--- src/rtl/io_cfg_sequencer.sv ---
// io_cfg_sequencer: per-I/O configuration table plus a shift/latch sequencer that
// loads the whole table into the I/O buffer ring config chain, last entry first.
module io_cfg_sequencer #(
  parameter int NUM_IO = 3,
  parameter int AW     = 2,
  parameter int CFG_W  = 10
) (
  input  logic             clk,
  input  logic             rst,
  input  logic             wr_en,
  input  logic [AW-1:0]    wr_addr,
  input  logic [CFG_W-1:0] wr_data,
  input  logic             start,
  input  logic             abort,
  output logic             busy,
  output logic             done,
  output logic             aborted,
  output logic             wr_err,
  output logic             cfg_sdo,
  output logic             cfg_shift,
  output logic             cfg_latch
);

  localparam int BW = (CFG_W > 1) ? $clog2(CFG_W) : 1;
  localparam logic [AW:0]    NUM_IO_W  = (AW+1)'(NUM_IO);
  localparam logic [AW-1:0]  LAST_ENT  = AW'(NUM_IO - 1);
  localparam logic [BW-1:0]  LAST_BIT  = BW'(CFG_W - 1);

  typedef enum logic [1:0] {IDLE, SHIFT, LATCH, DONE} state_t;

  state_t           state, state_nxt;
  logic [CFG_W-1:0] cfg_table [NUM_IO];
  logic [BW-1:0]    bit_idx, bit_idx_nxt;
  logic [AW-1:0]    ent_idx, ent_idx_nxt;
  logic             sdo_nxt;
  logic             abort_nxt;
  logic             addr_ok;
  logic             pud_reserved;
  logic             wr_take;
  logic             wr_bad;
  logic [CFG_W-1:0] wr_word;
  logic             last_bit;

  // Write qualification: reserved pull setting is coerced to "none" but still flagged.
  always_comb begin
    addr_ok      = {1'b0, wr_addr} < NUM_IO_W;
    pud_reserved = (wr_data[3:2] == 2'b11);
    wr_word      = wr_data;
    if (pud_reserved) begin
      wr_word[3:2] = 2'b00;
    end
    wr_take = wr_en && (state == IDLE) && addr_ok;
    wr_bad  = wr_en && ((state != IDLE) || !addr_ok || pud_reserved);
  end

  assign last_bit = (bit_idx == '0) && (ent_idx == '0);

  always_comb begin
    state_nxt   = state;
    bit_idx_nxt = bit_idx;
    ent_idx_nxt = ent_idx;
    sdo_nxt     = 1'b0;
    abort_nxt   = 1'b0;
    case (state)
      IDLE: begin
        if (start) begin
          state_nxt   = SHIFT;
          bit_idx_nxt = LAST_BIT;
          ent_idx_nxt = LAST_ENT;
          // A write landing on the same edge must already be visible in the first bit.
          if (wr_take && (wr_addr == LAST_ENT)) begin
            sdo_nxt = wr_word[CFG_W-1];
          end else begin
            sdo_nxt = cfg_table[NUM_IO-1][CFG_W-1];
          end
        end
      end
      SHIFT: begin
        if (abort) begin
          state_nxt = IDLE;
          abort_nxt = 1'b1;
        end else if (last_bit) begin
          state_nxt = LATCH;
        end else begin
          if (bit_idx == '0) begin
            bit_idx_nxt = LAST_BIT;
            ent_idx_nxt = ent_idx - 1'b1;
          end else begin
            bit_idx_nxt = bit_idx - 1'b1;
          end
          sdo_nxt = cfg_table[ent_idx_nxt][bit_idx_nxt];
        end
      end
      LATCH: begin
        if (abort) begin
          state_nxt = IDLE;
          abort_nxt = 1'b1;
        end else begin
          state_nxt = DONE;
        end
      end
      DONE: begin
        state_nxt = IDLE;
      end
      default: begin
        state_nxt = IDLE;
      end
    endcase
  end

  // All chain-facing outputs are registered from the next state so they are glitch-free.
  always_ff @(posedge clk) begin
    if (rst) begin
      state     <= IDLE;
      bit_idx   <= '0;
      ent_idx   <= '0;
      busy      <= 1'b0;
      done      <= 1'b0;
      aborted   <= 1'b0;
      wr_err    <= 1'b0;
      cfg_sdo   <= 1'b0;
      cfg_shift <= 1'b0;
      cfg_latch <= 1'b0;
      for (int i = 0; i < NUM_IO; i++) begin
        cfg_table[i] <= '0;
      end
    end else begin
      state     <= state_nxt;
      bit_idx   <= bit_idx_nxt;
      ent_idx   <= ent_idx_nxt;
      busy      <= (state_nxt == SHIFT) || (state_nxt == LATCH);
      done      <= (state_nxt == DONE);
      aborted   <= abort_nxt;
      wr_err    <= wr_bad;
      cfg_sdo   <= sdo_nxt;
      cfg_shift <= (state_nxt == SHIFT);
      cfg_latch <= (state_nxt == LATCH);
      if (wr_take) begin
        cfg_table[wr_addr] <= wr_word;
      end
    end
  end

endmodule

--- config.mk ---
export PLATFORM = sky130hd
export DESIGN_NAME = io_cfg_sequencer
export DESIGN_NICKNAME = d
export VERILOG_FILES = /design/src/rtl/io_cfg_sequencer.sv
export SDC_FILE = /design/constraint.sdc
export NUM_CORES = 1
export LEC_CHECK = 0
export BUFFER_PORTS_ARGS = -buffer_cell sky130_fd_sc_hd__buf_2
export CORE_MARGIN = 3
export CORE_UTILIZATION = 45
export DETAILED_ROUTE_END_ITERATION = 8
export PLACE_DENSITY = 0.73
export SLEW_MARGIN = 20
export SYNTH_ARGS = -nofsm -noshare
export SYNTH_HDL_FRONTEND = slang
export SYNTH_SLANG_ARGS = --single-unit
export TNS_END_PERCENT = 5
--- constraint.sdc ---
create_clock -name clk -period 2.75 [get_ports clk]
set_input_delay 0.825 -clock clk [delete_from_list [all_inputs] [get_ports clk]]
set_output_delay 0.825 -clock clk [all_outputs]
set_load 0.02 [all_outputs]
### Word level (Yosys, flattened, before mapping)

Memory sizes are Yosys's and may differ from the RTL's.
Index checks and enable logic that the tools add are counted.
W data, S select, Z words.

| operators by class | value |
|---|---|
| eq/ne operators | 11 |
| add/sub/neg operators | 2 |
| magnitude comparators | 2 |
| bitwise operators | 1 |
| reduce and logical (&&, ||, !) cells | 18 |
| mux-type cells | 38 |

Operator list:

| operator | count |
|---|---|
| $mux W4 | 7 |
| $mux W2 | 13 |
| $eq A2 B2 Y1 const B | 6 |
| $mux W1 | 12 |
| $mux W10 | 1 |
| $reduce_or A10 Y1 | 1 |
| $pmux W2 S4 | 1 |
| $pmux W4 S2 | 1 |
| $ne A2 B2 Y1 const B | 3 |
| $logic_and A1 B1 Y1 | 5 |
| $lt A4 B5 Y1 const B | 1 |
| $bmux W1 S4 | 1 |
| $eq A2 B1 Y1 const B | 2 |
| $logic_not A2 Y1 | 2 |
| $logic_not A4 Y1 | 1 |
| $pmux W2 S2 | 1 |
| $reduce_and A4 Y1 | 1 |
| $reduce_bool A2 Y1 | 2 |
| $reduce_or A2 Y1 | 2 |
| $sub A4 B1 Y4 const B | 1 |
| $logic_or A1 B1 Y1 | 3 |
| $lt A2 B2 Y1 const B | 1 |
| $pmux W1 S2 | 1 |
| $sub A2 B1 Y2 const B | 1 |
| 2 further kinds | 2 |

| storage, ports and cells | value |
|---|---|
| memories | 1 |
| logic and storage cells | 83 |
| bits of input ports | 17 |
| output and inout bits | 7 |
| bits in writable memories | 30 |
| register bits | 15 |

Memory list:

| memory | depth | width | read ports | clocked after Yosys merged registers in | write ports | RTL line | source |
|---|---|---|---|---|---|---|---|
| cfg_table | 3 | 10 | 2 | 0 | 3 | 32 | `logic [CFG_W-1:0] cfg_table [NUM_IO];` |

### Depth between registers and ports, before layout

Gate-level depths: netlist (run 1).
An unclocked memory read counts as a cell.

| logic depth | value |
|---|---|
| depth after elaboration | 11 |
| depth in mapped cells | 12 |
| gate-level depth less buffers | 11 |

### Least setup slack after synthesis (run 1)

No wires, ideal clock.

| path | value |
|---|---|
| kind | reg2reg |
| from | reg bit_idx[0] |
| to | reg cfg_sdo |
| buffers on the path | 1 |
| setup time | 0.114 ns |
| setup slack | 0.162 ns |
| arrival time | 2.474 ns |
| cell stages (with the launch flop) | 11 |
| cells stage by stage | dfxtp_1 clkbuf_1 clkinv_1 ha_1 nor3b_2 xnor2_1 nor2b_1 a2111oi_0 nor4_1 a211o_1 a21o_1 |

| on the way | value |
|---|---|
| cells in the longest elaborated chain, start to end | 11 |

RTL lines:

| item | RTL line | source |
|---|---|---|
| start: declaration | 33 | `logic [BW-1:0] bit_idx, bit_idx_nxt;` |
| start signal: assignment | 129 | `bit_idx <= bit_idx_nxt;` |
| $logic_not A4 Y1 | 56, 85 |  |
| $mux W2 | 85 | `if (bit_idx == '0) begin` |
| $mux W2 | 82 | `end else if (last_bit) begin` |
| $mux W2 | 79 | `if (abort) begin` |
| $mux W2 | 64 | `case (state)` |
| $mem_v2 Z3 W10 | -- |  |
| $bmux W1 S4 | 91 | `sdo_nxt = cfg_table[ent_idx_nxt][bit_idx_nxt];` |
| $mux W1 (not written as such) | 91 |  |
| $mux W1 (*) | 82 |  |
| $mux W1 (*) | 79 |  |
| $pmux W1 S2 (*) | 64 |  |
| end signal: assignment | 135 | `cfg_sdo <= sdo_nxt;` |
| end: declaration | 19 | `output logic cfg_sdo,` |

Mark *: on every way between the ends. The rest lies on a longest branch, timed or not. The select of a mux whose other input is x is not followed.
A chain may end at the register's enable or synchronous reset.

### Final worst setup path (run 1)

| path | value |
|---|---|
| from | reg bit_idx[1] |
| to | reg cfg_sdo |

The elaborated chain is that of the path after synthesis.

==> results of run 1 <==
[worst paths after layout]
check             startpoint         end  slack (ps)
setup reg to reg  bit_idx[1]     cfg_sdo         220
hold / removal    bit_idx[1]  bit_idx[1]         550
setup / recovery  bit_idx[1]     cfg_sdo         220
hold reg to reg   bit_idx[1]  bit_idx[1]         550
[cell usage in the layout, fill, tap and decap left out, types with 2 or more instances in the layout]
cell type	Yosys	layout
dfxtp_1	15	15
and2_1	18	18
mux4_2	3	3
a21oi_1	14	14
edfxtp_1	40	40
ha_1	9	9
nand3b_1	2	2
buf_4	0	12
o22ai_1	3	3
a21o_1	3	3
clkinv_1	1	2
nor3_1	8	8
nand2b_1	7	7
mux2i_1	8	8
o32ai_1	2	2
nor3b_1	2	2
o211ai_1	2	2
inv_1	11	11
nor4_1	5	5
nor2b_1	8	8
nand3_1	3	3
clkbuf_8	0	5
nor2_1	17	17
and3_1	8	8
o21ai_0	6	6
nand2_1	13	13
or2_2	2	2
o221ai_1	5	5
buf_2	3	23
a2111oi_0	5	5
conb_1	1	10
or3_1	2	2
[state kept, by name, indices dropped and copies added (netlist names)]
name	flops
cfg_table	40
bit_idx	4
ent_idx	2
state	2
aborted	1
busy	1
cfg_latch	1
cfg_sdo	1
cfg_shift	1
done	1
wr_err	1
[tightest hold or removal path, stage by stage, from the launching register on]
cell	delay, ps
dfxtp_1	350
a21oi_1	120
nor2_1	40
[report_power, final]
group          total (mW)  internal (mW)  switching [mW]
registers           0.998          0.959          0.0387
logic               0.778          0.311           0.467
clock network       0.475          0.185           0.290
total                2.25           1.46           0.796
[per-stage QoR]
| stage | worst slack [ps] | instances |
|---|---|---|
| after global routing | 62.02 | 362 |
| after CTS | 238.3 | 362 |
| after floorplan | 161.8 | 260 |
| after global placement | 361.4 | 354 |
| final | 224.1 | 362 |
| after detailed placement | 266.8 | 354 |
[routing by layer]
| layer | part of all wire | wire, um | track usage |
|---|---|---|---|
| met1 | 0.45 | 2677 | 0.2349 |
| met2 | 0.47 | 2797 | 0.2776 |
| met3 | 0.043 | 255 | 0.03337 |
| met4 | 0.027 | 159 | 0.06475 |
| met5 | 0 | 0 | 0 |
[cell type report]
cell class / instances / share of cell area
flip-flops and latches: 55 / 0.4779
multi-input cells: 180 / 0.3843
repair buffers: 35 / 0.06531
well taps: 72 / 0.02867
clock buffers: 5 / 0.02190
inverters: 12 / 0.01434
clock inverters: 3 / 0.007567
[cell families (layout without fill, tap and decap cells)]
group           after synthesis  in the layout  synth area share
simple gates                 97             97            0.1918
flops                        55             55            0.5415
fa+ha+maj                     9              9           0.04061
buf+inv                      25             55           0.03520
xor+xnor                      1              1          0.003159
other cells                   1             10          0.001352
mux                          12             12           0.05731
compound gates               51             51            0.1291
==> flow_summary.json, run 1 <==
{
  "synth_common_cells": "edfxtp_1 (40), and2_1 (18), nor2_1 (17)",
  "cp_top_family": "simple AND/OR/NAND/NOR gates",
  "rr_worst_depth": 9,
  "ctsResizeCount": 0,
  "dr.pass1.iters": 4,
  "relSlewSlack": 0.6386,
  "holdWs_ps": 545.1,
  "totalWireLength_um": 5889,
  "dpl_cell_area_um2": 3049,
  "num_vias": 2089,
  "area_delta_synth_final_pct": 13.31,
  "die-width_um": 84.50,
  "drc": 0,
  "fin_util": 0.5471,
  "grt_pass1_vias": 1984,
  "synth.distinct_cells": 46,
  "worst-setup-path-type": "reg2reg",
  "cts_buffers": 5,
  "wl_per_cell_um": 16.27,
  "final-seq-area_um2": 1501,
  "drv_cap": 0,
  "cts_hold_buf": 0,
  "via_per_inst": 5.771,
  "avgSynthCellArea_um2": 11.05,
  "crit_fanout": 10,
  "yosys.area.top_type": "edfxtp_1",
  "layout-drive-gt1-share": 0.1724,
  "finalNetCount": 315,
  "tightest_slew_ps": 528.5,
  "ys_ff_latch": 55,
  "cpMostUsedCell": "nand2_1",
  "antenna_left": 0,
  "ys.flop_type": "edfxtp_1",
  "clk_pin_slew_ps": 110,
  "grt_max_degree": 19,
  "initial_core_util": 0.4828,
  "synth_edf_count": 40,
  "slowest_stage": "or3b_1",
  "grt_pass1_wl_um": 9846,
  "antenna_found_initial": 0,
  "synth_most_common_cell": "edfxtp_1",
  "drtIter0Drc": 191,
  "setup_tns_ps": 0,
  "cts_root_buffer": "clkbuf_8",
  "fin_skew_ps": 6.574,
  "syn_area_um2": 2773,
  "synthTopCellsByArea": "edfxtp_1 (43%), dfxtp_1 (11%), and2_1 (4.1%), ha_1 (4.1%), mux2i_1 (2.9%)",
  "cp_num_buf_inv": 1,
  "worstPathCellList": "inv_1, ha_1, or3b_1, nand2_1, nand2_1, a2111oi_0, nor4_1, a211o_1, a21o_1",
  "period_share": 0.9185,
  "setup_viol": 0,
  "synthArstFlopShare": 0,
  "slew_viol_final": 0,
  "crit_required_ps": 2970,
  "gp_congestion": 0.9134,
  "hold_path_depth": 2,
  "io_pins": 24,
  "fmax_mhz": 395.9,
  "cts_tree": "built",
  "cellLeakagePower_nw": 1.289,
  "multi_input_area_um2": 1207,
  "post-dp-hpwl_um": 4303,
  "yosysTopAreaCellShare": 0.4332,
  "die-area_um2": 7139,
  "min_period_ps": 2526,
  "max-vdd-ir-drop_v": 0.0003771,
  "power_mw": 2.251,
  "h-tree-depth": 2,
  "clock-sinks": 55,
  "track_usage": 0.1736,
  "cts_buffer_depth": 2,
  "rows": 27,
  "final_area_um2": 3142,
  "hold_class": "reg2reg",
  "insertedDiodeCount": 0,
  "rsz0062_at_grt": "false",
  "fillers": 516,
  "chipHeight_um": 84.50,
  "ys_seq_area_frac": 0.5415,
  "status": "finished, final reports clean",
  "yosys_warnings": 0,
  "worst_skew_pair.late_latency_ps": 320,
  "grt.overflow.total": 0,
  "pwr_density_cell_nw_per_um2": 716.5,
  "syn_inst": 251,
  "cts_setup_buffers": 0,
  "slowest_delay_ps": 520,
  "hold_viol": 0,
  "critPathCaptureType": "register",
  "cp-start-kind": "register",
  "core_area_um2": 5743,
  "crit_cells": 9,
  "worstPathArrival_ps": 2750,
  "port_buffers": 23
}
Power figures use the tool's default switching activity.
==> inputs of run 2 (changes only) <==
CORE_ASPECT_RATIO = 0.9   (was not set)
CTS_CLUSTER_SIZE = 20   (was not set)
==> run 2 against run 1 <==
Effect of this change:
- power is 3.6% higher
- wire length is 2.9% higher
- register-to-register slack is essentially flat
- worst setup slack gained 3.8 ps
- maximum frequency grew 0.15%
- critical path depth stayed put
- sequential share of layout area decreased by 0.13 points
- critical endpoint unchanged
==> flow_summary.json, run 2 (synthesized netlist as in run 1, its figures left out) <==
{
  "die-area_um2": 7140,
  "setup_viol": 0,
  "slew_viol_final": 0,
  "chipHeight_um": 80.47,
  "grt_pass1_vias": 1984,
  "preCtsSetupSlack_ps": 284.5,
  "initial_core_util": 0.4761,
  "insertedDiodeCount": 0,
  "min_period_ps": 2522,
  "fillers": 504,
  "regMostFlops": "cfg_table",
  "cellLeakagePower_nw": 1.292,
  "antenna_left": 0,
  "crit_required_ps": 2970,
  "rsz0062_at_grt": "false",
  "die-width_um": 88.74,
  "core_area_um2": 5823,
  "grt_max_degree": 19,
  "largest_registers": "cfg_table x40, bit_idx x4",
  "crit-reg2reg-launch": "bit_idx[1]",
  "whs_endpoint": "bit_idx[1]",
  "tightest_slew_ps": 512.8,
  "h-tree-depth": 2,
  "antenna_found_initial": 0,
  "relSlewSlack": 0.6557,
  "slowest_delay_ps": 520,
  "critPathCaptureType": "register",
  "grt.overflow.total": 0,
  "instances_no_fill": 359,
  "power_mw": 2.333,
  "clk_pin_slew_ps": 90,
  "cts_root_buffer": "clkbuf_8",
  "worst_skew_pair.late_latency_ps": 320,
  "max-vdd-ir-drop_v": 0.0003186,
  "wl_per_cell_um": 16.88,
  "port_buffers": 23,
  "cpMostUsedCell": "nand2_1",
  "worstPathCellList": "inv_1, ha_1, or3b_1, nand2_1, nand2_1, a2111oi_0, nor4_1, a211o_1, a21o_1",
  "post-dp-hpwl_um": 4343,
  "cts_hold_buf": 0,
  "hold_viol": 0,
  "grt_pass1_wl_um": 9880,
  "drtIter0Drc": 157,
  "layout_commonest_cell": "edfxtp_1",
  "final_cell_mix": "edfxtp_1 (40), buf_2 (23), and2_1 (18)",
  "clock-sinks": 55,
  "timing.rr.end": "cfg_sdo",
  "layout-drive-gt1-share": 0.1696,
  "rows": 26,
  "status": "finished, final reports clean",
  "area_delta_synth_final_pct": 13.63,
  "fin_skew_ps": 4.278,
  "drv_cap": 0,
  "drc": 0,
  "hold_class": "reg2reg",
  "gp_congestion": 0.9475,
  "holdWs_ps": 544.9,
  "dr.pass1.iters": 4,
  "cts_buffer_depth": 2,
  "worstPathArrival_ps": 2740,
  "pwr_density_cell_nw_per_um2": 740.5,
  "track_usage": 0.1852,
  "setup_tns_ps": 0,
  "fmax_mhz": 396.5,
  "via_per_inst": 5.758,
  "rr_worst_depth": 9,
  "cts_setup_buffers": 0,
  "finalNetCount": 314,
  "cts_tree": "built",
  "period_share": 0.9171,
  "setup_ws_ps": 227.9,
  "hold_path_depth": 2,
  "totalWireLength_um": 6060,
  "num_vias": 2067,
  "placed_cells": 351,
  "min_from": "bit_idx[1]",
  "worst-setup-path-type": "reg2reg",
  "cp-start-kind": "register",
  "io_pins": 24,
  "slowest_stage": "or3b_1",
  "largest_register_ffs": 40,
  "cts_buffers": 5,
  "crit_fanout": 11,
  "ff2ff_setup_slack_ps": 230,
  "ctsResizeCount": 0
}
[run 2: power by group]
part | internal (mW) | switching [mW]
combinational | 0.307 | 0.477
clock | 0.275 | 0.274
sequential | 0.959 | 0.0401
total | 1.54 | 0.791
[run 2: worst max-delay path: cells and delay by family, from the launching register on]
family	cells	cell delay, ps
adders and majority gates	1	210
buffers and inverters	1	80
AOI/OAI and AO/OA	3	820
DFF	1	340
and+or+nand+nor	4	970
[run 2: area by class of cell]
cell class                      instances  area, um2  area share
Clock buffer                            6      72.57     0.02303
Clock inverter                          2      38.79     0.01231
Inverter                               12      45.04     0.01430
Multi-Input combinational cell        180       1207      0.3832
Sequential cell                        55       1501      0.4766
Tap cell                               70      87.58     0.02780
Timing Repair Buffer                   34      197.7     0.06275
[run 2: worst max-delay path by stage]
| stage | from | to | cells past startpoint |
|---|---|---|---|
| floorplan | bit_idx[0] | cfg_sdo | 10 |
| global placement | bit_idx[1] | cfg_sdo | 9 |
| detailed placement | bit_idx[1] | cfg_sdo | 9 |
| CTS | bit_idx[1] | cfg_sdo | 9 |
| global route | bit_idx[1] | cfg_sdo | 9 |
| finish | bit_idx[1] | cfg_sdo | 9 |
[run 2: per-layer routing]
metal  global-route usage  share of wire
met2               0.2849           0.48
met5                    0              0
met4              0.04834          0.013
met3              0.05436          0.063
met1               0.2549           0.45
[run 2: per-stage QoR]
step / util / area, um2
after global routing: 0.5410 / 3151
after detailed placement: 0.5219 / 3039
after global placement: 0.5219 / 3039
final: 0.5410 / 3151
after floorplan: - / 2806
after CTS: 0.5410 / 3151
==> inputs of run 3 (changes only) <==
CORE_ASPECT_RATIO = 1.4   (was 0.9)
TNS_END_PERCENT = not set   (was 5)
==> run 3 against run 2 <==
Effect of this change:
- global-route usage is 1.4 points lower
- via count is 2.0% lower
- critical path depth stayed put
- worst setup slack worse by 10 ps
- die area is 0.17% higher
- core utilization is 1.1 points lower
- count of clock-buffer cells in the layout is 2 higher
- clock power is 23% lower
- critical path type unchanged
- largest cell class unchanged
- largest power group unchanged
- highest routed layer unchanged
==> flow_summary.json, run 3 (synthesized netlist as in run 1, its figures left out) <==
{
  "h-tree-depth": 2,
  "num_vias": 2026,
  "finalNetCount": 315,
  "crit_cells": 9,
  "rows": 33,
  "fmax_mhz": 394.9,
  "rsz0062_at_grt": "false",
  "setup_viol": 0,
  "instances_no_fill": 360,
  "final_cell_mix": "edfxtp_1 (40), buf_2 (23), and2_1 (18)",
  "holdWs_ps": 542.6,
  "fin_skew_ps": 7.150,
  "seq_power_share": 0.452,
  "whs_endpoint": "bit_idx[1]",
  "timing.rr.end": "cfg_sdo",
  "port_buffers": 23,
  "worstPathCellList": "inv_1, ha_1, or3b_4, buf_4, o32ai_1, nor3_1, a2111oi_0, a2111oi_0, a21o_1",
  "grt_pass1_vias": 1919,
  "grt_max_degree": 19,
  "rr_worst_depth": 9,
  "core_area_um2": 5904,
  "die-area_um2": 7153,
  "wl_per_cell_um": 16.33,
  "initial_core_util": 0.4696,
  "totalWireLength_um": 5879,
  "crit-reg2reg-launch": "bit_idx[1]",
  "min_from": "bit_idx[1]",
  "slew_viol_final": 0,
  "p_int_mw": 1.458,
  "cellLeakagePower_nw": 1.279,
  "layout_commonest_cell": "edfxtp_1",
  "hold_viol": 0,
  "cts_setup_buffers": 0,
  "layout-drive-gt1-share": 0.1690,
  "setup_ws_ps": 217.7,
  "hold_class": "reg2reg",
  "insertedDiodeCount": 0,
  "grt_pass1_wl_um": 9432,
  "worst-setup-path-type": "reg2reg",
  "post-dp-hpwl_um": 4433,
  "cp_top_family": "compound AO/OA/AOI/OAI gates",
  "cts_buffers": 5,
  "die-width_um": 72.34,
  "cts_hold_buf": 0,
  "setup_tns_ps": 0,
  "worst_skew_pair.late_latency_ps": 300,
  "drc": 0,
  "clkPwrFrac": 0.191,
  "min_period_ps": 2532,
  "fillers": 541,
  "antenna_left": 0,
  "largest_register_ffs": 40,
  "dr.pass1.iters": 4,
  "fin_util": 0.5300,
  "ff2ff_setup_slack_ps": 220,
  "max-vdd-ir-drop_v": 0.0003179,
  "hold_path_depth": 2,
  "cpMostUsedCell": "a2111oi_0",
  "crit_required_ps": 2950,
  "cts_root_buffer": "clkbuf_8",
  "antenna_found_initial": 0,
  "regMostFlops": "cfg_table",
  "netSwitchingPower_mw": 0.7575,
  "cp_num_buf_inv": 2,
  "p_comb_frac": 0.357,
  "clock-sinks": 55,
  "crit_fanout": 11,
  "area_delta_synth_final_pct": 12.86,
  "grt.overflow.total": 0,
  "cts_buffer_depth": 2,
  "gp_congestion": 0.8966,
  "cp-start-kind": "register",
  "pwr_density_cell_nw_per_um2": 707.9,
  "placed_cells": 352,
  "chipHeight_um": 98.88,
  "status": "finished, final reports clean",
  "drv_cap": 0,
  "largest_registers": "cfg_table x40, bit_idx x4",
  "via_per_inst": 5.628,
  "p_sw_frac": 0.3420,
  "worstPathArrival_ps": 2730,
  "track_usage": 0.1717,
  "critPathCaptureType": "register",
  "slowest_delay_ps": 470,
  "period_share": 0.9209,
  "cts_tree": "built",
  "io_pins": 24,
  "drtIter0Drc": 140,
  "slowest_stage": "or3b_4",
  "clk_pin_slew_ps": 90,
  "preCtsSetupSlack_ps": 167.3
}
[run 3: cell types whose count changed in the layout (fill, tap and decap cells not counted), sizes merged]
| cell | before | now |
|---|---|---|
| buf | 34 | 35 |
| inv | 12 | 11 |
| clkbuf | 6 | 8 |
| bufinv | 1 | 0 |
[run 3: how the worst max path moves through the flow]
| stage | to | from |
|---|---|---|
| 6_report | cfg_sdo | bit_idx[1] |
| 5_1_grt | cfg_sdo | bit_idx[1] |
| 4_1_cts | cfg_sdo | bit_idx[1] |
| 3_5_place_dp | cfg_sdo | bit_idx[1] |
| 3_3_place_gp | cfg_sdo | bit_idx[1] |
| 2_1_floorplan | cfg_sdo | bit_idx[0] |
[run 3: metrics by stage]
stage          total power, mW  cell area [um2]
2_1_floorplan            1.566             2806
3_3_place_gp             1.777             3047
3_5_place_dp             1.786             3047
4_1_cts                  2.202             3127
5_1_grt                  2.344             3129
6_report                 2.215             3129
[run 3: area by class of cell]
type / count / area (um2) / share of cell area
flip-flops and latches: 55 / 1501 / 0.4798
multi-input cells: 180 / 1210 / 0.3866
repair buffers: 35 / 205.2 / 0.06557
well taps: 70 / 87.58 / 0.02799
clock buffers: 8 / 80.08 / 0.02559
inverters: 12 / 45.04 / 0.01439
[run 3: worst min-delay path, cell delays in order, from the launching register on]
cell	delay, ps
dfxtp_1	340
a21oi_1	120
nor2_1	40
[run 3: routing by layer]
| metal | global-route usage | wire length (um) | vias to the layer above |
|---|---|---|---|
| met5 | 0 | 0 | - |
| met4 | 0.07091 | 113 | 0 |
| met3 | 0.03367 | 260 | 8 |
| met2 | 0.2933 | 3092 | 59 |
| met1 | 0.2078 | 2413 | 966 |
| li1 | - | - | 993 |
[run 3: power by group through the flow]
stage / registers, mW / logic (mW) / clock network (mW)
3_3_place_gp: 1.02 / 0.760 / 0
2_1_floorplan: 1.01 / 0.556 / 0
6_report: 1.00 / 0.791 / 0.424
3_5_place_dp: 1.02 / 0.766 / 0
5_1_grt: 1.01 / 0.862 / 0.472
4_1_cts: 1.00 / 0.771 / 0.430
[run 3: what timing repair did]
item                       4_1_cts  5_1_grt
setup endpoints to repair        0        1
resized for setup                0        1
hold endpoints to repair         0        0
